[src/rtl/reaction_timer_core_pkg.sv]
// Shared definitions for the reaction timer: FSM encodings, LFSR polynomial/seed
// and width helpers used by the core.
package reaction_timer_core_pkg;

  typedef logic [2:0] state_t;

  localparam state_t ST_IDLE   = 3'd0;
  localparam state_t ST_WAIT   = 3'd1;
  localparam state_t ST_GO     = 3'd2;
  localparam state_t ST_RESULT = 3'd3;
  localparam state_t ST_FALSE  = 3'd4;
  localparam state_t ST_DONE   = 3'd5;

  // Right-shifting Galois form of x^16+x^14+x^13+x^11+1
  localparam logic [15:0] LFSR_TAPS = 16'hB400;
  localparam logic [15:0] LFSR_SEED = 16'h0001;

  function automatic int clog2_min1(input int value);
    return (value > 1) ? $clog2(value) : 1;
  endfunction

  function automatic logic [15:0] lfsr_next(input logic [15:0] cur);
    return {1'b0, cur[15:1]} ^ (cur[0] ? LFSR_TAPS : 16'h0000);
  endfunction

endpackage

[src/rtl/reaction_timer_core_btn_sync.sv]
// Button conditioner: 2-flop synchroniser followed by a rising-edge detector that
// yields a single-cycle press pulse.
module btn_sync_edge (
  input  logic clk,
  input  logic rst_n,
  input  logic btn_i,
  output logic press_o
);

  logic [2:0] sync_q;

  always_ff @(posedge clk or negedge rst_n) begin
    if (!rst_n) begin
      sync_q <= '0;
    end else begin
      sync_q <= {sync_q[1:0], btn_i};
    end
  end

  // sync_q[2] only acts as the edge-detector history, not as a third sync stage
  assign press_o = sync_q[1] & ~sync_q[2];

endmodule

[src/rtl/reaction_timer_core.sv]
// Multi-round reaction-time engine: random wait, ms scoring, false-start detection
// and session average. Define BEST_TRACK_EN to enable best-score tracking on best_o.
module reaction_timer_core
  import reaction_timer_core_pkg::*;
#(
  parameter int TICK_DIV     = 10000,
  parameter int MIN_DELAY_MS = 1000,
  parameter int RAND_BITS    = 11,
  parameter int ROUNDS       = 4,
  parameter int MAX_MS       = 9999,
  parameter int SCORE_W      = 14
) (
  input  logic               clk,
  input  logic               rst_n,
  input  logic               start_btn,
  input  logic               react_btn,
  output logic               led_go,
  output logic [2:0]         state_o,
  output logic [3:0]         round_o,
  output logic [SCORE_W-1:0] score_o,
  output logic               score_vld,
  output logic               false_start,
  output logic [SCORE_W-1:0] best_o
);

  localparam int TICK_W  = clog2_min1(TICK_DIV);
  localparam int DELAY_W = clog2_min1(MIN_DELAY_MS + (1 << RAND_BITS));
  localparam int SUM_W   = SCORE_W + 4;
  localparam int AVG_SH  = $clog2(ROUNDS);

  localparam logic [TICK_W-1:0]  TICK_LAST  = TICK_W'(TICK_DIV - 1);
  localparam logic [3:0]         ROUND_LAST = 4'(ROUNDS - 1);
  localparam logic [SCORE_W-1:0] SCORE_MAX  = SCORE_W'(MAX_MS);
  localparam logic [DELAY_W-1:0] DELAY_MIN  = DELAY_W'(MIN_DELAY_MS);

  logic               start_press, react_press;
  state_t             state_q, state_d;
  logic [TICK_W-1:0]  tick_cnt_q, tick_cnt_d;
  logic [15:0]        lfsr_q, lfsr_d;
  logic [DELAY_W-1:0] delay_q, delay_d;
  logic [SCORE_W-1:0] ms_q, ms_d;
  logic [3:0]         round_q, round_d;
  logic [SUM_W-1:0]   sum_q, sum_d;
  logic [SCORE_W-1:0] score_q, score_d;
  logic               vld_q, vld_d;
  logic               tick, timeout;
  logic [SCORE_W-1:0] capped;
  logic [DELAY_W-1:0] delay_seed;

  btn_sync_edge u_start (.clk(clk), .rst_n(rst_n), .btn_i(start_btn), .press_o(start_press));
  btn_sync_edge u_react (.clk(clk), .rst_n(rst_n), .btn_i(react_btn), .press_o(react_press));

  assign tick       = (tick_cnt_q == TICK_LAST);
  assign timeout    = (ms_q >= SCORE_MAX);
  assign capped     = timeout ? SCORE_MAX : ms_q;
  assign delay_seed = DELAY_MIN + DELAY_W'(lfsr_q[RAND_BITS-1:0]);

  always_comb begin
    state_d = state_q;
    lfsr_d  = lfsr_next(lfsr_q);
    delay_d = delay_q;
    ms_d    = ms_q;
    round_d = round_q;
    sum_d   = sum_q;
    score_d = score_q;
    vld_d   = 1'b0;
    unique case (state_q)
      ST_IDLE: begin
        if (start_press) begin
          state_d = ST_WAIT;
          delay_d = delay_seed;
          sum_d   = '0;
          round_d = '0;
        end
      end
      ST_WAIT: begin
        if (react_press) begin
          state_d = ST_FALSE;
        end else if (tick) begin
          if (delay_q <= DELAY_W'(1)) begin
            state_d = ST_GO;
            ms_d    = '0;
          end else begin
            delay_d = delay_q - DELAY_W'(1);
          end
        end
      end
      ST_GO: begin
        if (react_press || timeout) begin
          state_d = ST_RESULT;
          score_d = capped;
          vld_d   = 1'b1;
          sum_d   = sum_q + SUM_W'(capped);
        end else if (tick) begin
          ms_d = ms_q + SCORE_W'(1);
        end
      end
      ST_RESULT: begin
        if (start_press) begin
          if (round_q < ROUND_LAST) begin
            state_d = ST_WAIT;
            round_d = round_q + 4'd1;
            delay_d = delay_seed;
          end else begin
            state_d = ST_DONE;
            score_d = SCORE_W'(sum_q >> AVG_SH);
            vld_d   = 1'b1;
          end
        end
      end
      ST_FALSE: begin
        if (start_press) begin
          state_d = ST_WAIT;
          delay_d = delay_seed;
        end
      end
      ST_DONE: begin
        if (start_press) begin
          state_d = ST_IDLE;
          round_d = '0;
          sum_d   = '0;
        end
      end
      default: state_d = ST_IDLE;
    endcase
    // Every state entry restarts the ms tick phase so each interval is whole ticks
    tick_cnt_d = ((state_d != state_q) || tick) ? '0 : tick_cnt_q + TICK_W'(1);
  end

  always_ff @(posedge clk or negedge rst_n) begin
    if (!rst_n) begin
      state_q    <= ST_IDLE;
      tick_cnt_q <= '0;
      lfsr_q     <= LFSR_SEED;
      delay_q    <= '0;
      ms_q       <= '0;
      round_q    <= '0;
      sum_q      <= '0;
      score_q    <= '0;
      vld_q      <= 1'b0;
    end else begin
      state_q    <= state_d;
      tick_cnt_q <= tick_cnt_d;
      lfsr_q     <= lfsr_d;
      delay_q    <= delay_d;
      ms_q       <= ms_d;
      round_q    <= round_d;
      sum_q      <= sum_d;
      score_q    <= score_d;
      vld_q      <= vld_d;
    end
  end

`ifdef BEST_TRACK_EN
  logic [SCORE_W-1:0] best_q;
  logic               counted;

  assign counted = (state_q == ST_GO) && (react_press || timeout);

  always_ff @(posedge clk or negedge rst_n) begin
    if (!rst_n) begin
      best_q <= '1;
    end else if ((state_q == ST_DONE) && start_press) begin
      best_q <= '1;
    end else if (counted && (capped < best_q)) begin
      best_q <= capped;
    end
  end

  assign best_o = best_q;
`else
  assign best_o = '0;
`endif

  assign led_go      = (state_q == ST_GO);
  assign false_start = (state_q == ST_FALSE);
  assign state_o     = state_q;
  assign round_o     = round_q;
  assign score_o     = score_q;
  assign score_vld   = vld_q;

endmodule

[config.mk]
export PLATFORM = sky130hd
export DESIGN_NAME = reaction_timer_core
export DESIGN_NICKNAME = d
export VERILOG_FILES = /design/src/rtl/reaction_timer_core_pkg.sv /design/src/rtl/reaction_timer_core_btn_sync.sv /design/src/rtl/reaction_timer_core.sv
export SDC_FILE = /design/constraint.sdc
export NUM_CORES = 1
export LEC_CHECK = 0
export ABC_AREA = 1
export BUFFER_PORTS_ARGS = -buffer_cell sky130_fd_sc_hd__buf_4
export CAP_MARGIN = 30
export CELL_PAD_IN_SITES_DETAIL_PLACEMENT = 1
export CELL_PAD_IN_SITES_GLOBAL_PLACEMENT = 2
export CORE_ASPECT_RATIO = 1.1
export CORE_MARGIN = 1.5
export CORE_UTILIZATION = 35
export DETAILED_ROUTE_END_ITERATION = 7
export HOLD_SLACK_MARGIN = 0.15
export PLACE_DENSITY_LB_ADDON = 0.12
export SYNTH_ARGS = -nofsm -noshare
export SYNTH_HDL_FRONTEND = slang
export SYNTH_SLANG_ARGS = --single-unit
[constraint.sdc]
create_clock -name clk -period 6.21 [get_ports clk]
set_input_delay 0.621 -clock clk [delete_from_list [all_inputs] [get_ports clk]]
set_output_delay 0.621 -clock clk [all_outputs]
set_load 0.1 [all_outputs]
# ---- After elaboration in Yosys (flattened, before gate mapping)
# Index checks and enable logic that the tools add are counted.
dict set report op_classes {
  n_eq_ne 19
  order_cmp 3
  bitwise_logic 5
  add_sub_neg 6
  muxes 40
  n_reduce_logical 15
}
# operator count
set op_table {}
lappend op_table {{two-way mux 14 bit} 10}
lappend op_table {{two-way mux 12 bit} 6}
lappend op_table {{one-hot mux 14 bit (2 select lines)} 2}
lappend op_table {{two-way mux 18 bit} 2}
lappend op_table {{one-hot mux 12 bit (3 select lines)} 1}
lappend op_table {{one-hot mux 18 bit (2 select lines)} 1}
lappend op_table {{adder 14 x 1 -> 14 bit (second input constant)} 2}
lappend op_table {{two-way mux 3 bit} 8}
lappend op_table {{adder 18 x 14 -> 18 bit} 1}
lappend op_table {{two-way mux 16 bit} 1}
lappend op_table {{inequality test 2 bit (second input constant)} 8}
lappend op_table {{bitwise XOR 15 x 16 -> 16 bit} 1}
lappend op_table {{one-hot mux 3 bit (5 select lines)} 1}
lappend op_table {{equality test 14 bit (second input constant)} 1}
lappend op_table {{greater-or-equal comparator 14 bit (second input constant)} 1}
lappend op_table {{adder 10 x 11 -> 12 bit (first input constant)} 1}
lappend op_table {{<= comparator 12 x 1 -> 1 bit (second input constant)} 1}
lappend op_table {{two-way mux 4 bit} 3}
lappend op_table {{subtractor 12 x 1 -> 12 bit (second input constant)} 1}
lappend op_table {{inequality test 2 x 1 -> 1 bit (second input constant)} 4}
lappend op_table {{one-hot mux 4 bit (2 select lines)} 1}
lappend op_table {{AND reduction 4 bit} 2}
lappend op_table {{nonzero test 2 bit} 4}
lappend op_table {{AND reduction 7 bit} 1}
lappend op_table {{16 further kinds} 24}
dict set report totals {
  output_inout_bits 38
  inputBits 4
  reg_bits 102
  wordCells 99
}

# ---- Depth between registers and ports, before layout
dict set report logic_depth {
  depth_word 8
  depth_mapped 19
  depth_no_buf 18
}

# ---- By module
# Synthesis repeated with hierarchy kept, for this count alone.
dict set report unflattened {
  cells_unflattened 810
  hier_area_um2 6082.1
}
# mod cells_per_inst area_each_um2 seq_area_each_um2 instances
set modules_own_cells {}
lappend modules_own_cells {reaction_timer_core 800 5911.9 2353.5 1}
lappend modules_own_cells {btn_sync_edge 5 85.1 75.1 2}

# ---- Worst setup path before layout
# OpenSTA, ideal clock, no wires.
dict set report synth_path {
  path_kind {flip-flop to output port}
  startpoint {reg state_q[2] (netlist: state_o[2])}
  endpoint {out false_start}
  arrival_ns 2.488
  path_stages_with_launch 3
  path_slack_ns 3.101
  cell_sequence {dfrtp_1 inv_2 nor2_1}
}
dict set report synth_via {
  elab_chain_len 1
}
# item line_no
set synth_rtl {}
lappend synth_rtl {{from (decl)} reaction_timer_core.sv:37} ;# state_t state_q, state_d;
lappend synth_rtl {{from (signal assigned)} reaction_timer_core.sv:142} ;# state_q <= state_d;
lappend synth_rtl {{equality test 3 bit} reaction_timer_core.sv:176} ;# assign false_start = (state_q == ST_FALSE);
lappend synth_rtl {{to (decl)} reaction_timer_core.sv:22} ;# output logic false_start,
# No other way between the ends.

# ---- Worst setup path in the final report
dict set report layout_path {
  startpoint {reg ms_q[0]}
  endpoint {reg sum_q[12]}
}
dict set report layout_via {
  elab_chain_len 5
}
# item line_no
set layout_rtl {}
lappend layout_rtl {{from (decl)} reaction_timer_core.sv:41} ;# logic [SCORE_W-1:0] ms_q, ms_d;
lappend layout_rtl {{from (signal assigned)} reaction_timer_core.sv:146} ;# ms_q <= ms_d;
lappend layout_rtl {{greater-or-equal comparator 14 bit} reaction_timer_core.sv:54} ;# assign timeout = (ms_q >= SCORE_MAX);
lappend layout_rtl {{two-way mux 14 bit} reaction_timer_core.sv:55} ;# assign capped = timeout ? SCORE_MAX : ms_q;
lappend layout_rtl {{adder 18 x 14 -> 18 bit} reaction_timer_core.sv:93} ;# sum_d = sum_q + SUM_W'(capped);
lappend layout_rtl {{two-way mux 18 bit} reaction_timer_core.sv:89} ;# if (react_press || timeout) begin
lappend layout_rtl {{one-hot mux 18 bit (2 select lines)} reaction_timer_core.sv:67} ;# unique case (state_q)
lappend layout_rtl {{to (signal assigned)} reaction_timer_core.sv:148} ;# sum_q <= sum_d;
lappend layout_rtl {{to (decl)} reaction_timer_core.sv:43} ;# logic [SUM_W-1:0] sum_q, sum_d;
# Several ways; a longest one is shown, not always the timed one. The select of a mux whose other input is x is not followed.
# A chain may end at the register's enable or synchronous reset.

==> impl_metrics.prom <==
# TYPE chip_impl_metric gauge
chip_impl_metric{name="final_cells",unit=""} 1069
chip_impl_metric{name="clock-sinks",unit=""} 100
chip_impl_metric{name="vias_per_cell",unit=""} 4.935
chip_impl_metric{name="ir_drop",unit="mV"} 0.1683
chip_impl_metric{name="globalRouteMet3Util",unit=""} 0.02556
chip_impl_info{name="hold_class",value="primary input to asynchronous set/reset pin"} 1
chip_impl_metric{name="fmaxAchievable",unit="MHz"} 320.1
chip_impl_metric{name="synth-edff-count",unit=""} 0
chip_impl_metric{name="cts_hold_repair.buffers",unit=""} 0
chip_impl_metric{name="post_synth_inst_count",unit=""} 810
chip_impl_metric{name="port-buffer-count",unit=""} 27
chip_impl_metric{name="detail_route.iter0.violations",unit=""} 148
chip_impl_metric{name="postCtsResizedCells",unit=""} 0
chip_impl_metric{name="areaGrowthSynthToFinish",unit="%"} 10.47
chip_impl_info{name="outcome",value="complete, no violations"} 1
chip_impl_metric{name="via_count_of_the_first_global_routing_pass",unit=""} 5632
chip_impl_metric{name="tightest_slew",unit="ns"} 0.9513
chip_impl_metric{name="cts_buffers",unit=""} 9
chip_impl_metric{name="layout.filler_cells",unit=""} 2132
chip_impl_info{name="final_cell_mix",value="222 x sky130_fd_sc_hd__nand2_1, 104 x sky130_fd_sc_hd__nor2_1, 99 x sky130_fd_sc_hd__dfrtp_1"} 1
chip_impl_info{name="postSynth.topFlopCell",value="sky130_fd_sc_hd__dfrtp_1"} 1
chip_impl_metric{name="routed_wirelength",unit="mm"} 17.43
chip_impl_metric{name="final_nets",unit=""} 856
chip_impl_metric{name="crit_required",unit="ns"} 6.45
chip_impl_metric{name="final-hold-violation-count",unit=""} 0
chip_impl_metric{name="post_synth_num_cell_types",unit=""} 43
chip_impl_metric{name="diodes",unit=""} 0
chip_impl_info{name="grt-busiest-layer",value="met2"} 1
chip_impl_metric{name="p_leak",unit="nW"} 3.401
chip_impl_metric{name="path_max_fanout",unit=""} 12
chip_impl_info{name="layout.cells.most_common",value="sky130_fd_sc_hd__nand2_1"} 1
chip_impl_metric{name="dp_hpwl",unit="mm"} 13.35
chip_impl_metric{name="worst_skew_pair_later_pin_latency",unit="ns"} 0.37
chip_impl_metric{name="globalRouteOverflowTotal",unit=""} 0
chip_impl_metric{name="synthArstFlopShare",unit=""} 1.000
chip_impl_metric{name="seq_area_frac_synth",unit=""} 0.4075
chip_impl_metric{name="avgRoutedWirePerCell",unit="um"} 16.31
chip_impl_metric{name="ys_seq_elements",unit=""} 100
chip_impl_info{name="critical_path.startpoint_type",value="flip-flop"} 1
chip_impl_metric{name="fin_skew",unit="ns"} 0.01862
chip_impl_info{name="ctsRootBufferMaster",value="sky130_fd_sc_hd__clkbuf_16"} 1
chip_impl_metric{name="power_per_cell_area",unit="nW/um^2"} 296.5
chip_impl_metric{name="met1_usage",unit=""} 0.2411
chip_impl_metric{name="floorplan.die.width",unit="um"} 129.3
chip_impl_metric{name="clock_slew_at_reported_path_ffs",unit="ns"} 0.09
chip_impl_metric{name="final_report_max_slew_violation_count",unit=""} 0
chip_impl_metric{name="routed-via-count",unit=""} 5275
chip_impl_metric{name="clk_path_buf_depth",unit=""} 2
chip_impl_metric{name="design.core.area",unit="um^2"} 17080
chip_impl_metric{name="cts.htree.levels",unit=""} 3
chip_impl_info{name="cts_tree",value="yes"} 1
chip_impl_metric{name="placement_rows",unit=""} 50
chip_impl_metric{name="die-area",unit="um^2"} 18360
chip_impl_metric{name="max_cap_violations",unit=""} 0
chip_impl_metric{name="grt_util_all_layers",unit=""} 0.2022
chip_impl_info{name="cp-end-kind",value="flip-flop"} 1
chip_impl_metric{name="detail-route-antenna-nets",unit=""} 0
chip_impl_metric{name="detailedRoute.firstPassIterationCount",unit=""} 4
chip_impl_metric{name="initial_core_util",unit=""} 0.3598
chip_impl_metric{name="final_layout_size_suffix_gt1_frac",unit=""} 0.09820
chip_impl_info{name="path_class",value="flip-flop to flip-flop"} 1
chip_impl_metric{name="grt_start_max_net_pins",unit=""} 63
chip_impl_metric{name="max_slew_headroom",unit=""} 0.3615
chip_impl_metric{name="critPathArrivalTime",unit="ns"} 3.37
chip_impl_metric{name="setup_viol_count_final",unit=""} 0
chip_impl_metric{name="floorplan.die.height",unit="um"} 142.0
chip_impl_metric{name="synth.cell_area",unit="um^2"} 6145
chip_impl_metric{name="initial_antenna_violation_count",unit=""} 0
chip_impl_metric{name="number_of_top_level_pins",unit=""} 42
chip_impl_metric{name="cts.repair_timing.setup_buffer_count",unit=""} 0
chip_impl_metric{name="routabilityCongestion",unit=""} 0.8483
chip_impl_metric{name="groute.layer.met2.usage",unit=""} 0.3679
chip_impl_metric{name="setup_total_negative_slack",unit="ns"} 0
chip_impl_metric{name="post-place-cells",unit=""} 1052
chip_impl_metric{name="yosysWarningCount",unit=""} 0
chip_impl_info{name="rsz0062_at_grt",value="false"} 1
chip_impl_metric{name="crit_path_time_final",unit="ns"} 3.124
chip_impl_metric{name="grt_first_pass_wirelength",unit="mm"} 28.70
chip_impl_metric{name="layout_worst_path_cycle_share",unit=""} 0.5031
chip_impl_metric{name="design_power_total",unit="mW"} 2.013
chip_impl_metric{name="drc",unit=""} 0
chip_impl_metric{name="synthesized_area_per_cell",unit="um^2"} 7.586
-- worst paths after layout --
check                      startpoint          to  slack, ns  depth (start not counted)
max                           ms_q[0]   sum_q[12]       3.09                         16
min                             rst_n   sum_q[11]       0.20                          1
max reg2reg                   ms_q[0]   sum_q[12]       3.09                         16
min reg2reg                lfsr_q[12]  lfsr_q[11]       0.36                          0
max in group asynchronous       rst_n  delay_q[9]       4.76                          2
min in group clk           lfsr_q[12]  lfsr_q[11]       0.36                          0
-- power by group --
group | total, mW | internal (mW) | switching (mW)
Clock | 0.587 | 0.291 | 0.296
Sequential | 0.761 | 0.704 | 0.0570
Combinational | 0.665 | 0.150 | 0.515
-- layout make-up --
| cell class | instances | area, um^2 | share of cell area |
|---|---|---|---|
| clock inverters | 7 | 88.84 | 0.01309 |
| well taps | 234 | 292.8 | 0.04313 |
| flip-flops and latches | 100 | 2504 | 0.3688 |
| repair buffers | 30 | 225.2 | 0.03318 |
| clock buffers | 9 | 225.2 | 0.03318 |
| inverters | 87 | 329.1 | 0.04848 |
| multi-input cells | 602 | 3123 | 0.4601 |
-- metal layers --
| metal | vias up | share of wire |
|---|---|---|
| met4 | 0 | 0.023 |
| met1 | 2584 | 0.43 |
| li1 | 2626 | - |
| met3 | 21 | 0.021 |
| met5 | - | 0 |
| met2 | 44 | 0.52 |
-- Yosys cell counts, types with 2 or more instances --
library cell / number / area share
sky130_fd_sc_hd__a31oi_1: 3 / 0.0031
sky130_fd_sc_hd__nand3_4: 2 / 0.0057
sky130_fd_sc_hd__nand3_1: 63 / 0.051
sky130_fd_sc_hd__o21ai_0: 41 / 0.033
sky130_fd_sc_hd__nand2_1: 222 / 0.14
sky130_fd_sc_hd__buf_6: 3 / 0.0055
sky130_fd_sc_hd__o211ai_1: 8 / 0.0098
sky130_fd_sc_hd__buf_4: 16 / 0.020
sky130_fd_sc_hd__clkbuf_1: 4 / 0.0024
sky130_fd_sc_hd__nor3_1: 3 / 0.0024
sky130_fd_sc_hd__nand2_4: 2 / 0.0037
sky130_fd_sc_hd__dfrtp_1: 99 / 0.40
sky130_fd_sc_hd__o22ai_1: 8 / 0.0081
sky130_fd_sc_hd__nand4_1: 20 / 0.020
sky130_fd_sc_hd__nor2_1: 104 / 0.064
sky130_fd_sc_hd__nor2_4: 12 / 0.022
sky130_fd_sc_hd__ha_1: 21 / 0.043
sky130_fd_sc_hd__a21o_1: 3 / 0.0037
sky130_fd_sc_hd__nand3b_1: 2 / 0.0024
sky130_fd_sc_hd__a21oi_2: 2 / 0.0029
sky130_fd_sc_hd__o21ai_1: 3 / 0.0024
sky130_fd_sc_hd__inv_2: 6 / 0.0037
sky130_fd_sc_hd__inv_1: 80 / 0.049
sky130_fd_sc_hd__xnor2_1: 9 / 0.013
sky130_fd_sc_hd__or2_2: 3 / 0.0031
sky130_fd_sc_hd__buf_2: 9 / 0.0073
sky130_fd_sc_hd__nand3_2: 4 / 0.0065
sky130_fd_sc_hd__a21oi_1: 20 / 0.016
sky130_fd_sc_hd__xor2_1: 24 / 0.034
-- per-stage QoR --
step	util	cell area [um^2]	hold WS (ns)	worst slack, ns
4_1_cts	0.3970	6780	0.2164	3.059
3_3_place_gp	0.3786	6466	0.3348	3.196
2_1_floorplan	-	6193	0.3254	3.101
5_1_grt	0.3974	6788	0.2361	2.745
3_5_place_dp	0.3786	6466	0.3433	3.090
6_report	0.3974	6788	0.2038	3.086
-- registers in the layout, indices dropped and copies added, names as in the netlist, 4 cells and up --
signal	cells
delay_q	12
round_o	4
lfsr_q	16
sum_q	16
ms_q	14
tick_cnt_q	14
score_o	14
-- cells by family after synthesis --
logic type | count (synthesis) | share of synthesized area
flip-flops | 100 | 0.4075
AND/OR/NAND/NOR | 441 | 0.3217
adder cells (fa/ha/maj) | 22 | 0.04602
multiplexers | 1 | 0.001629
buffers and inverters | 121 | 0.09224
AO/OA/AOI/OAI | 91 | 0.08329
XOR/XNOR | 33 | 0.04704
other | 1 | 0.0006103
-- worst max-delay path, cell delays in order (launching register included) --
cell                       delay (ns)
sky130_fd_sc_hd__dfrtp_1         0.41
sky130_fd_sc_hd__ha_1            0.27
sky130_fd_sc_hd__inv_1           0.08
sky130_fd_sc_hd__o21ai_0         0.16
sky130_fd_sc_hd__nand3_1         0.12
sky130_fd_sc_hd__nand2_1         0.30
sky130_fd_sc_hd__inv_1           0.14
sky130_fd_sc_hd__nand2_1         0.11
sky130_fd_sc_hd__ha_1            0.19
sky130_fd_sc_hd__inv_1           0.07
sky130_fd_sc_hd__fa_1            0.43
sky130_fd_sc_hd__o21bai_1        0.32
sky130_fd_sc_hd__nand3_1         0.12
sky130_fd_sc_hd__nand3_1         0.11
sky130_fd_sc_hd__nand2_1         0.06
sky130_fd_sc_hd__nand2_1         0.06
sky130_fd_sc_hd__o21ai_0         0.07
(Power assumes the default switching activity.)
